[src/rtl/seq_det_pkg.sv]
// Shared helpers for the parametrised pattern detector: prefix-automaton
// construction functions evaluated at elaboration and the state-width helper.
package seq_det_pkg;

    localparam int MAX_PAT_W = 16;

    typedef enum logic [1:0] {
        ACT_HOLD,
        ACT_STEP,
        ACT_MATCH
    } act_e;

    function automatic int state_w(input int pat_w);
        return $clog2(pat_w + 1);
    endfunction

    // Pattern bit i in arrival order lives at pattern[pat_w-1-i].
    function automatic int fail_len(input logic [MAX_PAT_W-1:0] pattern, input int pat_w);
        int r;
        bit ok;
        r = 0;
        for (int j = 1; j < pat_w; j++) begin
            ok = 1'b1;
            for (int i = 0; i < j; i++) begin
                if (pattern[pat_w-1-i] != pattern[j-1-i]) ok = 1'b0;
            end
            if (ok) r = j;
        end
        return r;
    endfunction

    function automatic int next_len(input logic [MAX_PAT_W-1:0] pattern, input int pat_w,
                                    input int k, input logic b);
        int r;
        int sp;
        bit ok;
        logic sbit;
        r = 0;
        for (int j = 1; j <= k + 1; j++) begin
            ok = 1'b1;
            for (int i = 0; i < j; i++) begin
                sp   = k + 1 - j + i;
                sbit = (sp < k) ? pattern[pat_w-1-sp] : b;
                if (pattern[pat_w-1-i] != sbit) ok = 1'b0;
            end
            if (ok) r = j;
        end
        return r;
    endfunction

endpackage

[src/rtl/seq_det_sat_counter.sv]
// Saturating match counter; clear wins over a simultaneous increment.
module seq_det_sat_counter #(
    parameter int CNT_W = 8
) (
    input  logic             clk,
    input  logic             rst_n,
    input  logic             inc,
    input  logic             clr,
    output logic [CNT_W-1:0] count,
    output logic             sat
);

    assign sat = &count;

    always_ff @(posedge clk or negedge rst_n) begin
        if (!rst_n) begin
            count <= '0;
        end else if (clr) begin
            count <= '0;
        end else if (inc && !sat) begin
            count <= count + 1'b1;
        end
    end

endmodule

[src/rtl/seq_detector_param.sv]
// Serial detector for a compile-time PATTERN using a prefix-length automaton
// whose transition table is built at elaboration.
//
//   state        | meaning
//   0            | no pattern bits matched
//   1..PAT_W-1   | that many leading pattern bits matched
module seq_detector_param
    import seq_det_pkg::*;
#(
    parameter int               PAT_W   = 4,
    parameter logic [PAT_W-1:0] PATTERN = 4'b1001,
    parameter int               CNT_W   = 8
) (
    input  logic                      clk,
    input  logic                      rst_n,
    input  logic                      x,
    input  logic                      x_valid,
    input  logic                      overlap,
    input  logic                      clr_count,
    output logic                      y,
    output logic [state_w(PAT_W)-1:0] state,
    output logic [CNT_W-1:0]          match_count,
    output logic                      count_sat
);

    localparam int                   SW      = state_w(PAT_W);
    localparam int                   TBL_N   = 2 ** SW;
    localparam logic [MAX_PAT_W-1:0] PAT_EXT = MAX_PAT_W'(PATTERN);
    localparam int                   FAIL    = fail_len(PAT_EXT, PAT_W);

    // Entry {k, bit} holds delta(k, bit); unreachable k rows are tied to zero.
    logic [2*TBL_N-1:0][SW-1:0] nxt_tbl;

    for (genvar gk = 0; gk < TBL_N; gk++) begin : g_k
        for (genvar gb = 0; gb < 2; gb++) begin : g_b
            if (gk < PAT_W) begin : g_live
                localparam int NX = next_len(PAT_EXT, PAT_W, gk, 1'(gb));
                assign nxt_tbl[2*gk+gb] = SW'(NX);
            end else begin : g_dead
                assign nxt_tbl[2*gk+gb] = '0;
            end
        end
    end

    act_e          act;
    logic [SW-1:0] j;
    logic [SW-1:0] state_d;
    logic          y_d;

    always_comb begin
        act     = ACT_HOLD;
        j       = nxt_tbl[{state, x}];
        state_d = state;
        y_d     = 1'b0;
        if (x_valid) begin
            if (j == SW'(PAT_W)) begin
                act     = ACT_MATCH;
                y_d     = 1'b1;
                state_d = overlap ? SW'(FAIL) : '0;
            end else begin
                act     = ACT_STEP;
                state_d = j;
            end
        end
    end

    always_ff @(posedge clk or negedge rst_n) begin
        if (!rst_n) begin
            state <= '0;
            y     <= 1'b0;
        end else begin
            state <= state_d;
            y     <= y_d;
        end
    end

    seq_det_sat_counter #(
        .CNT_W (CNT_W)
    ) u_counter (
        .clk   (clk),
        .rst_n (rst_n),
        .inc   (act == ACT_MATCH),
        .clr   (clr_count),
        .count (match_count),
        .sat   (count_sat)
    );

endmodule

[config.mk]
export PLATFORM = sky130hd
export DESIGN_NAME = seq_detector_param
export DESIGN_NICKNAME = d
export VERILOG_FILES = /design/src/rtl/seq_det_pkg.sv /design/src/rtl/seq_det_sat_counter.sv /design/src/rtl/seq_detector_param.sv
export SDC_FILE = /design/constraint.sdc
export NUM_CORES = 1
export LEC_CHECK = 0
export BUFFER_PORTS_ARGS = -buffer_cell sky130_fd_sc_hd__buf_2
export CAP_MARGIN = 20
export CORE_UTILIZATION = 43
export CTS_CLUSTER_SIZE = 24
export DETAILED_ROUTE_END_ITERATION = 16
export GPL_ROUTABILITY_DRIVEN = 0
export PLACE_DENSITY = 0.71
export SLEW_MARGIN = 20
export SYNTH_ARGS = -nofsm -noshare
export SYNTH_HDL_FRONTEND = slang
export SYNTH_SLANG_ARGS = --single-unit
[constraint.sdc]
create_clock -name clk -period 1.66 [get_ports clk]
set_input_delay 0.332 -clock clk [delete_from_list [all_inputs] [get_ports clk]]
set_output_delay 0.332 -clock clk [all_outputs]
set_load 0.03 [all_outputs]
==> flow_metrics.py <==
metrics = {
    "run_status": {
        "status": "complete, no violations",
    },
    "global_routing": {
        "overflow": 0,
        "busiest_layer": "met2",
        "track_usage_pct": 20.19,
        "antenna_found_initial": 0,
        "grt_use_met2_pct": 35.08,
        "grt_pass1_wl_mm": 2.076,
        "grt_pass1_vias": 497,
        "grt_max_degree": 13,
        "grt_util_met3_pct": 3.333,
        "gr-usage-met1_pct": 23.79,
    },
    "floorplan": {
        "ios": 19,
        "fp-row-count": 13,
        "die-area_mm2": 0.001614,
        "dieWidth_um": 40.18,
        "coreArea_mm2": 0.001334,
        "fp.dieH_um": 40.18,
        "start_util_pct": 47.00,
    },
    "sta": {
        "fin_setup_tns_ns": 0,
        "layout_setup_ws_ns": 0.01390,
        "hold_viol_final": 0,
        "fin_skew_ns": 0.005109,
        "min_period_ns": 1.646,
        "fin_crit_sh_pct": 99.16,
        "report.final.slew_viol_count": 0,
        "setup_viol": 0,
        "grt_setup_unrepaired": "yes",
        "maxSlewHeadroom_pct": 79.01,
        "tightest_slew_ns": 0.3108,
        "fmax_mhz": 607.5,
    },
    "yosys": {
        "netlist.area_leader.share_pct": 47.90,
        "synth.most_common_cell": "dfrtp_1",
        "netlist_area_um2": 626.9,
        "async_reset_ff_share_pct": 100.0,
        "netlist_instances": 69,
        "synth_edf_count": 0,
        "syn-num-nets": 76,
        "ys_seq_area_share_pct": 47.90,
        "syn_avg_cell_area_um2": 9.085,
        "ys_types": 23,
        "ys.warnings.count": 0,
        "synthFlopType": "dfrtp_1",
        "synth_common_cells": "12 x dfrtp_1, 10 x nand2_1, 6 x nor2_1",
        "synth_area_leaders": "dfrtp_1 48%, nand2_1 6.0%, a211oi_1 4.8%",
        "synth_top_area_cell": "dfrtp_1",
        "ys_ff_latch": 12,
    },
    "run": {
        "maxCapViolCount": 0,
    },
    "placed_design": {
        "place_ws_ns": 0.04570,
        "port_buffers": 18,
        "numPlacedInstances": 104,
        "dp_hpwl_mm": 1.033,
    },
    "routing": {
        "ant_nets": 0,
        "first_iter_violations": 23,
        "routed_wl_mm": 1.489,
        "drt-wirelength-per-cell_um": 12.95,
        "dr.pass1.iters": 4,
        "vias": 635,
        "via_per_inst": 5.522,
        "drc_errors": 0,
    },
    "worst_setup_path": {
        "crit_path_end_kind": "output port",
        "crit_path_start": "u_counter.count[0]",
        "rr_worst_depth": 5,
        "r2r-end": "u_counter.count[5]",
        "r2r_start": "u_counter.count[1]",
        "crit_required_ns": 1.33,
        "critPathCapture": "count_sat",
        "rrSetupSlack_ns": 0.05,
        "start_kind": "flop",
        "critPathKind": "flop to output port",
        "crit_arrival_ns": 1.31,
        "crit_fanout": 5,
    },
    "clock_tree": {
        "clockBufferDepth": 2,
        "numCtsBuffers": 3,
        "cts_tree": "built",
        "h-tree-depth": 1,
        "clkTransAtPathRegs_ns": 0.08,
        "cts_root_buf": "clkbuf_4",
        "clock-sinks": 12,
        "clk_latency_ns": 0.28,
    },
    "layout": {
        "fin_cells": 115,
        "antennaDiodeCount": 0,
        "area_growth_syn_to_layout_pct": 45.71,
        "drive_gt1_share_pct": 45.00,
        "fin_nets": 108,
    },
    "power": {
        "clkPwrFrac_pct": 34.3,
        "internal-power_uw": 489.9,
        "power.switching_uw": 192.4,
        "pwr_density_cell_mw_per_mm2": 747.1,
        "ir_drop_v": 0.0004336,
        "switching_share_pct": 28.20,
        "leakage_uw": 0.0004239,
        "p_total_uw": 682.4,
        "p_seq_share_pct": 47.2,
        "p_comb_share_pct": 18.4,
    },
    "hold_path": {
        "min_path_type": "input port to flop",
    },
}
[kinds of logic after synthesis]
group / after synthesis / share of synthesized area (%)
and+or+nand+nor: 29 / 22.56
AOI/OAI and AO/OA: 18 / 18.96
DFF: 12 / 47.90
buffers and inverters: 6 / 3.593
muxes: 3 / 4.990
adders and majority gates: 1 / 1.996
[worst max-delay path, cell delays in order, from the launching register on]
cell and delay (ns):
dfrtp_2 0.41, ha_4 0.18, nand3_4 0.08, nor3_4 0.21, buf_6 0.16
[placed cells by master, fill, tap and decap left out, types with 2 or more instances in the layout]
| master | count |
|---|---|
| buf_2 | 17 |
| nand2_1 | 10 |
| buf_4 | 8 |
| dfrtp_1 | 7 |
| nor2_1 | 5 |
| o21ai_0 | 5 |
| dfrtp_2 | 5 |
| inv_1 | 4 |
| a211oi_1 | 4 |
| a21oi_1 | 4 |
| clkbuf_4 | 3 |
| buf_6 | 3 |
| o41ai_1 | 2 |
| nor3_1 | 2 |
| mux2i_1 | 2 |
| nor2b_1 | 2 |
[final cells by class]
type | instances | area, um^2
fillers | 115 | 420.4
inverters | 4 | 15.01
multi-input cells | 51 | 347.8
clock buffers | 4 | 36.28
flip-flops and latches | 12 | 306.5
repair buffers | 29 | 188.9
well taps | 15 | 18.77
[how the worst min path moves through the flow]
stage,slack (ns),start,to,cells past startpoint
5_1_grt,0.28,x,state[1],2
6_report,0.28,x,state[1],2
4_1_cts,0.27,x,state[1],2
3_5_place_dp,0.23,rst_n,u_counter.count[3],1
2_1_floorplan,0.04,rst_n,state[0],0
3_3_place_gp,0.22,rst_n,state[2],1
[metrics by stage]
step | hold slack [ns] | util, % | area [um^2]
2_1_floorplan | 0.03641 | - | 676.9
3_3_place_gp | 0.2237 | 60.60 | 808.3
3_5_place_dp | 0.2293 | 60.60 | 808.3
4_1_cts | 0.2679 | 66.79 | 890.9
5_1_grt | 0.2826 | 68.48 | 913.4
6_report | 0.2791 | 68.48 | 913.4
[repair_timing]
item / 4_1_cts / 5_1_grt
resized for setup: 2 / 2
setup endpoints to repair: 1 / 2
endpoints found under the hold margin: 12 / 0
buffers inserted: 4 / 2
pin swaps: 1 / 7
gates cloned: 0 / 0
hold buffers: 1 / 0
[routing by layer]
layer | part of all wire (%) | vias up
li1 | - | 315
met1 | 46 | 299
met2 | 48 | 19
met3 | 4.5 | 2
met4 | 1.6 | 0
met5 | 0 | -
[power groups by stage]
| stage | sequential (uW) | clock, uW | combinational [uW] |
|---|---|---|---|
| final | 322 | 234 | 126 |
| after global routing | 325 | 253 | 137 |
| after CTS | 322 | 243 | 125 |
| after detailed placement | 329 | 0 | 118 |
| after global placement | 329 | 0 | 116 |
| after floorplan | 363 | 0 | 35.5 |
[flip-flops by register name, summed over array words and instances, names as in the netlist]
name / cells
u_counter.count: 8
state: 3
y: 1
Power figures use the tool's default switching activity.
